## src/rtl/cp0_exc.sv

```systemverilog
// CP0 for the MIPS core: Count/Compare timer, Status, Cause, EPC, PRId, exception entry/ERET.
// Optional BadVAddr register (reg 8) and badvaddr port when CP0_BADVADDR_EN is defined.
module cp0_exc #(
   parameter int          HW_IRQ    = 6,
   parameter int          COUNT_DIV = 2,
   parameter logic [31:0] PRID_VAL  = 32'h0001_8000
) (
   input  logic              clk,
   input  logic              reset,
   input  logic              cp0_w,
   input  logic [4:0]        a1,
   input  logic [31:0]       wd,
   output logic [31:0]       rd1,
   input  logic [31:0]       pc,
   input  logic              bd,
   input  logic              exc_req,
   input  logic [4:0]        exc_code,
   input  logic              eret,
   input  logic [HW_IRQ-1:0] hw_int,
`ifdef CP0_BADVADDR_EN
   input  logic [31:0]       badvaddr,
`endif
   output logic              irq,
   output logic [31:0]       epc_out,
   output logic              exl
);

   localparam int PW = (COUNT_DIV > 1) ? $clog2(COUNT_DIV) : 1;
   localparam logic [PW-1:0] PRESC_MAX = PW'(COUNT_DIV - 1);

   logic [31:0]       count_reg;
   logic [31:0]       compare_reg;
   logic [PW-1:0]     presc_reg;
   logic [7:0]        im_reg;
   logic              exl_reg;
   logic              ie_reg;
   logic              bd_reg;
   logic              ti_reg;
   logic [1:0]        ip_sw_reg;
   logic [HW_IRQ-1:0] hw_int_reg;
   logic [4:0]        exc_code_reg;
   logic [31:0]       epc_reg;
   logic [7:0]        ip;

   // mtc0 is dropped whenever an exception or ERET claims the same cycle
   logic        wr_en;
   logic        wr_count;
   logic        wr_compare;
   logic        tick;
   logic [31:0] count_inc;
   logic        ti_set;

   assign wr_en      = cp0_w & ~exc_req & ~eret;
   assign wr_count   = wr_en && (a1 == 5'd9);
   assign wr_compare = wr_en && (a1 == 5'd11);
   assign tick       = (presc_reg == PRESC_MAX);
   assign count_inc  = count_reg + 32'd1;
   assign ti_set     = tick & ~wr_count & (count_inc == compare_reg);

   assign ip[1:0] = ip_sw_reg;

   // IP2..IP7 from sampled hw lines; the timer shares IP7 with the top hw line
   genvar gi;
   generate
      for (gi = 0; gi < 6; gi++) begin : g_ip
         if (gi < HW_IRQ) begin : g_hw
            if (gi == 5) begin : g_top
               assign ip[7] = hw_int_reg[gi] | ti_reg;
            end else begin : g_low
               assign ip[gi+2] = hw_int_reg[gi];
            end
         end else begin : g_none
            if (gi == 5) begin : g_top
               assign ip[7] = ti_reg;
            end else begin : g_low
               assign ip[gi+2] = 1'b0;
            end
         end
      end
   endgenerate

   always_ff @(posedge clk) begin
      if (reset) begin
         count_reg    <= '0;
         compare_reg  <= '0;
         presc_reg    <= '0;
         im_reg       <= '0;
         exl_reg      <= 1'b0;
         ie_reg       <= 1'b0;
         bd_reg       <= 1'b0;
         ti_reg       <= 1'b0;
         ip_sw_reg    <= '0;
         hw_int_reg   <= '0;
         exc_code_reg <= '0;
         epc_reg      <= '0;
      end else begin
         hw_int_reg <= hw_int;

         if (wr_count) begin
            count_reg <= wd;
            presc_reg <= '0;
         end else if (tick) begin
            count_reg <= count_inc;
            presc_reg <= '0;
         end else begin
            presc_reg <= presc_reg + 1'b1;
         end

         if (wr_compare) begin
            compare_reg <= wd;
            ti_reg      <= 1'b0;
         end else if (ti_set) begin
            ti_reg <= 1'b1;
         end

         // nested exceptions keep the original EPC/BD so ERET returns to the first fault
         if (exc_req) begin
            exc_code_reg <= exc_code;
            if (!exl_reg) begin
               epc_reg <= bd ? (pc - 32'd4) : pc;
               bd_reg  <= bd;
               exl_reg <= 1'b1;
            end
         end else if (eret) begin
            exl_reg <= 1'b0;
         end else if (wr_en) begin
            case (a1)
               5'd12: begin
                  im_reg  <= wd[15:8];
                  exl_reg <= wd[1];
                  ie_reg  <= wd[0];
               end
               5'd13:   ip_sw_reg <= wd[9:8];
               5'd14:   epc_reg   <= wd;
               default: ;
            endcase
         end
      end
   end

`ifdef CP0_BADVADDR_EN
   logic [31:0] badvaddr_reg;

   always_ff @(posedge clk) begin
      if (reset) begin
         badvaddr_reg <= '0;
      end else if (exc_req && (exc_code == 5'd4 || exc_code == 5'd5)) begin
         badvaddr_reg <= badvaddr;
      end
   end
`endif

   always_comb begin
      rd1 = '0;
      case (a1)
`ifdef CP0_BADVADDR_EN
         5'd8:  rd1 = badvaddr_reg;
`endif
         5'd9:  rd1 = count_reg;
         5'd11: rd1 = compare_reg;
         5'd12: rd1 = {16'd0, im_reg, 6'd0, exl_reg, ie_reg};
         5'd13: rd1 = {bd_reg, ti_reg, 14'd0, ip, 1'b0, exc_code_reg, 2'b00};
         5'd14: rd1 = epc_reg;
         5'd15: rd1 = PRID_VAL;
         default: rd1 = '0;
      endcase
   end

   assign irq     = ie_reg & ~exl_reg & (|(im_reg & ip));
   assign epc_out = epc_reg;
   assign exl     = exl_reg;

endmodule

```

## config.mk

```make
export PLATFORM = sky130hd
export DESIGN_NAME = cp0_exc
export DESIGN_NICKNAME = d
export VERILOG_FILES = /design/src/rtl/cp0_exc.sv
export SDC_FILE = /design/constraint.sdc
export NUM_CORES = 1
export LEC_CHECK = 0
export CAP_MARGIN = 40
export CORE_MARGIN = 4
export CORE_UTILIZATION = 53
export DETAILED_ROUTE_END_ITERATION = 16
export HOLD_SLACK_MARGIN = 0.05
export PLACE_DENSITY = 0.82
export SLEW_MARGIN = 20
export SYNTH_ARGS = -nofsm -noshare
export SYNTH_HDL_FRONTEND = slang
export SYNTH_SLANG_ARGS = --single-unit
```

## constraint.sdc

```tcl
create_clock -name clk -period 3.75 [get_ports clk]
set_clock_uncertainty 0.1 [all_clocks]
set_input_delay 0.75 -clock clk [delete_from_list [all_inputs] [get_ports clk]]
set_output_delay 0.75 -clock clk [all_outputs]
set_load 0.05 [all_outputs]
```

==> flow_summary.toml, run 1 <==
[status]
status = "finished, final reports clean"

[placed_design]
place_ws_ps = 258
post-dp-hpwl_um = 20000
io_buffer_count = 151
place_congestion = 0.949
dp_cells = 1261
dpl_cell_area_um2 = 9410

[synthesis]
synth-simple-area-share = 0.255
synth.yosys.seq_area_share = 0.325
synth_cell_type_count = 62
synth.avg_cell_area_um2 = 7.61
ys_ff_latch = 122
synthArstFlopShare = 0
yosysWarnings = 0
synth_xor_area_frac = 0.118
synth_top_family_by_area = "simple AND/OR/NAND/NOR gates"
synthAdderAreaFrac = 0.00333
synth_edf_count = 0
synthesis.area_um2 = 7520
synth_ff_type = "dfxtp_1"
syn_nets = 1076
netlist_instances = 988
muxShareOfSynthArea = 0.0226
synth_compound_area_frac = 0.224

[worst_hold_path]
min_from = "im_reg[7]"
hold_class = "reg2reg"
hold_depth = 2
hold_end = "im_reg[7]"

[floorplan]
die_width_um = 127
rows = 43
io_pins = 152
dieArea_um2 = 16200
dieHeight_um = 127
initial_utilization = 0.541
core_um2 = 13900

[timing]
setup_viol = 0
min_period_ps = 3550
setup_ws_ps = 199
slew_violations = 0
worstMarginPinSlew_ps = 796
final.period_utilization = 0.947
finalHoldViolations = 0
rsz0062_at_grt = "false"
max-slew-margin-rel = 0.465
fin_tns_setup_ps = 0
max_freq_mhz = 282
hold_ws_ps = 376

[critical_path]
worstSetupPathType = "in2out"
r2r-start = "count_reg[2]"
cp_max_fo = 44
r2r_cells = 8
critPathArrivalTime_ps = 2700
required_ps = 2900
rrSetupSlack_ps = 690
end_kind = "primary output"
worstReg2RegEnd = "ti_reg"
start_kind = "primary input"

[pwr]
leakage_nw = 3.38
p_total_mw = 3.63
cellPowerDensity_nw_per_um2 = 363
peakVddDrop_mv = 0.358

[grt]
grt_usage = 0.326
grt_overflow_total = 0
grt_pass1_wl_um = 41400
grt_max_degree = 65
antenna_found_initial = 0
grt_pass1_vias = 7453

[detailed_routing]
drt_iter0_markers = 1096
viasPerCell = 6.29
dr_wl_met2_um = 11800
num_vias = 8136
antenna_left = 0
routed_wl_um = 27100
wire_per_inst_um = 20.9
wl_met1_um = 11000
drt_first_pass_iters = 6
dr_wl_met3_um = 3410
route.detailed.drc = 0
top_layer = "met4"

[run]
cap_violations = 0

[cts]
htreeDepth = 4
clock-root-buffer = "clkbuf_16"
cts_tree = "built"
insertion_delay_ps = 420
cts_setup_buffers = 0
cts_buffers = 17
cts.reportedPaths.clkPinSlew_ps = 60
cts_buffer_depth = 2
cts.sinks = 122
holdBufCountCts = 0
cts-resized-gates = 0

[final_layout]
finalInstanceArea_um2 = 10000
layout-drive-gt1-share = 0.0997
area.growth.synth_to_final_pct = 33.1
regArea_um2 = 2440
multi_input_area_um2 = 4700
final_cells = 1293
nets = 1188
nFillCells = 1107
finish.utilization = 0.721
antenna_cells = 0
-- worst max-delay path: stages --
cell	delay, ps
clkdlybuf4s50_1	440
nor2b_1	330
and3b_1	290
buf_12	230
a222oi_1	150
a21oi_1	310
buf_12	180
-- how the worst max path moves through the flow --
stage,start,end,cells past startpoint
after global routing,a1[3],rd1[8],7
after floorplan,a1[3],rd1[31],7
after CTS,a1[3],rd1[8],7
after detailed placement,pc[2],epc_out[26],10
after global placement,a1[3],rd1[31],7
final,a1[3],rd1[8],7
-- layout make-up --
type / instances / area share
sequential: 122 / 0.244
timing repair buffer: 178 / 0.201
tap: 180 / 0.0225
clock inverter: 14 / 0.0158
multi-input combinational: 771 / 0.469
inverter: 10 / 0.00375
clock buffer: 18 / 0.0439
-- Yosys cell counts (all sizes together), types with 2 or more instances --
cell type | n | area share
a2111oi | 2 | 0.0040
a211o | 3 | 0.0035
a211oi | 49 | 0.049
a21oi | 86 | 0.057
a221oi | 21 | 0.024
a222oi | 7 | 0.0093
a22o | 5 | 0.0058
a22oi | 17 | 0.017
a311oi | 2 | 0.0023
a31oi | 7 | 0.0058
and2 | 5 | 0.0042
and3 | 4 | 0.0033
and4 | 6 | 0.0072
buf | 23 | 0.017
clkbuf | 62 | 0.031
dfxtp | 122 | 0.32
ha | 2 | 0.0033
inv | 10 | 0.0050
mux2i | 17 | 0.023
nand2 | 148 | 0.074
nand2b | 2 | 0.0017
nand3 | 26 | 0.017
nand3b | 4 | 0.0040
nand4 | 13 | 0.013
nand4b | 3 | 0.0035
nor2 | 104 | 0.052
nor2b | 12 | 0.010
nor3 | 26 | 0.020
nor3b | 8 | 0.0080
nor4 | 13 | 0.012
o211ai | 10 | 0.010
o21a | 2 | 0.0020
o21ai | 25 | 0.017
o22ai | 7 | 0.0058
o31ai | 2 | 0.0027
or2 | 2 | 0.0017
or3 | 12 | 0.010
or3b | 2 | 0.0023
or4 | 6 | 0.0065
xnor2 | 63 | 0.073
xor2 | 38 | 0.044
-- placed cells by master (no fill, tap or decap), types with 21 or more instances in the layout --
cell	count
nand3_1	26
nor3_1	23
nor2_1	103
xor2_1	38
a211oi_1	49
dfxtp_1	122
buf_12	30
buf_4	29
xnor2_1	63
a21oi_1	86
nand2_1	147
a221oi_1	21
clkdlybuf4s50_1	117
-- metal layers --
metal	global-route usage	vias up
li1	-	3762
met1	0.451	3763
met2	0.483	542
met3	0.0878	69
met4	0.127	0
met5	0	-
-- power by group --
| group | total (mW) | internal [mW] | switching (mW) |
|---|---|---|---|
| clock network | 1.67 | 1.01 | 0.658 |
| logic | 0.578 | 0.237 | 0.340 |
| registers | 1.39 | 1.34 | 0.0509 |
| total | 3.63 | 2.58 | 1.05 |
-- kinds of logic after synthesis --
kind of cell | after synthesis
and+or+nand+nor | 399
AOI/OAI and AO/OA | 252
DFF | 122
xor gates and xnor gates | 101
buffers and inverters | 95
muxes | 17
adders and majority gates | 2
(Power assumes the default switching activity.)
==> run 2, diff against run 1 <==
--- a/config.mk
+++ b/config.mk
@@ -11,7 +11,7 @@
 export DETAILED_ROUTE_END_ITERATION = 16
 export HOLD_SLACK_MARGIN = 0.05
 export PLACE_DENSITY = 0.82
-export SLEW_MARGIN = 20
+export SLEW_MARGIN = 25
 export SYNTH_ARGS = -nofsm -noshare
 export SYNTH_HDL_FRONTEND = slang
 export SYNTH_SLANG_ARGS = --single-unit
==> results of run 2 <==
No change in the layout: final DEF, timing and power equal those of run 1.
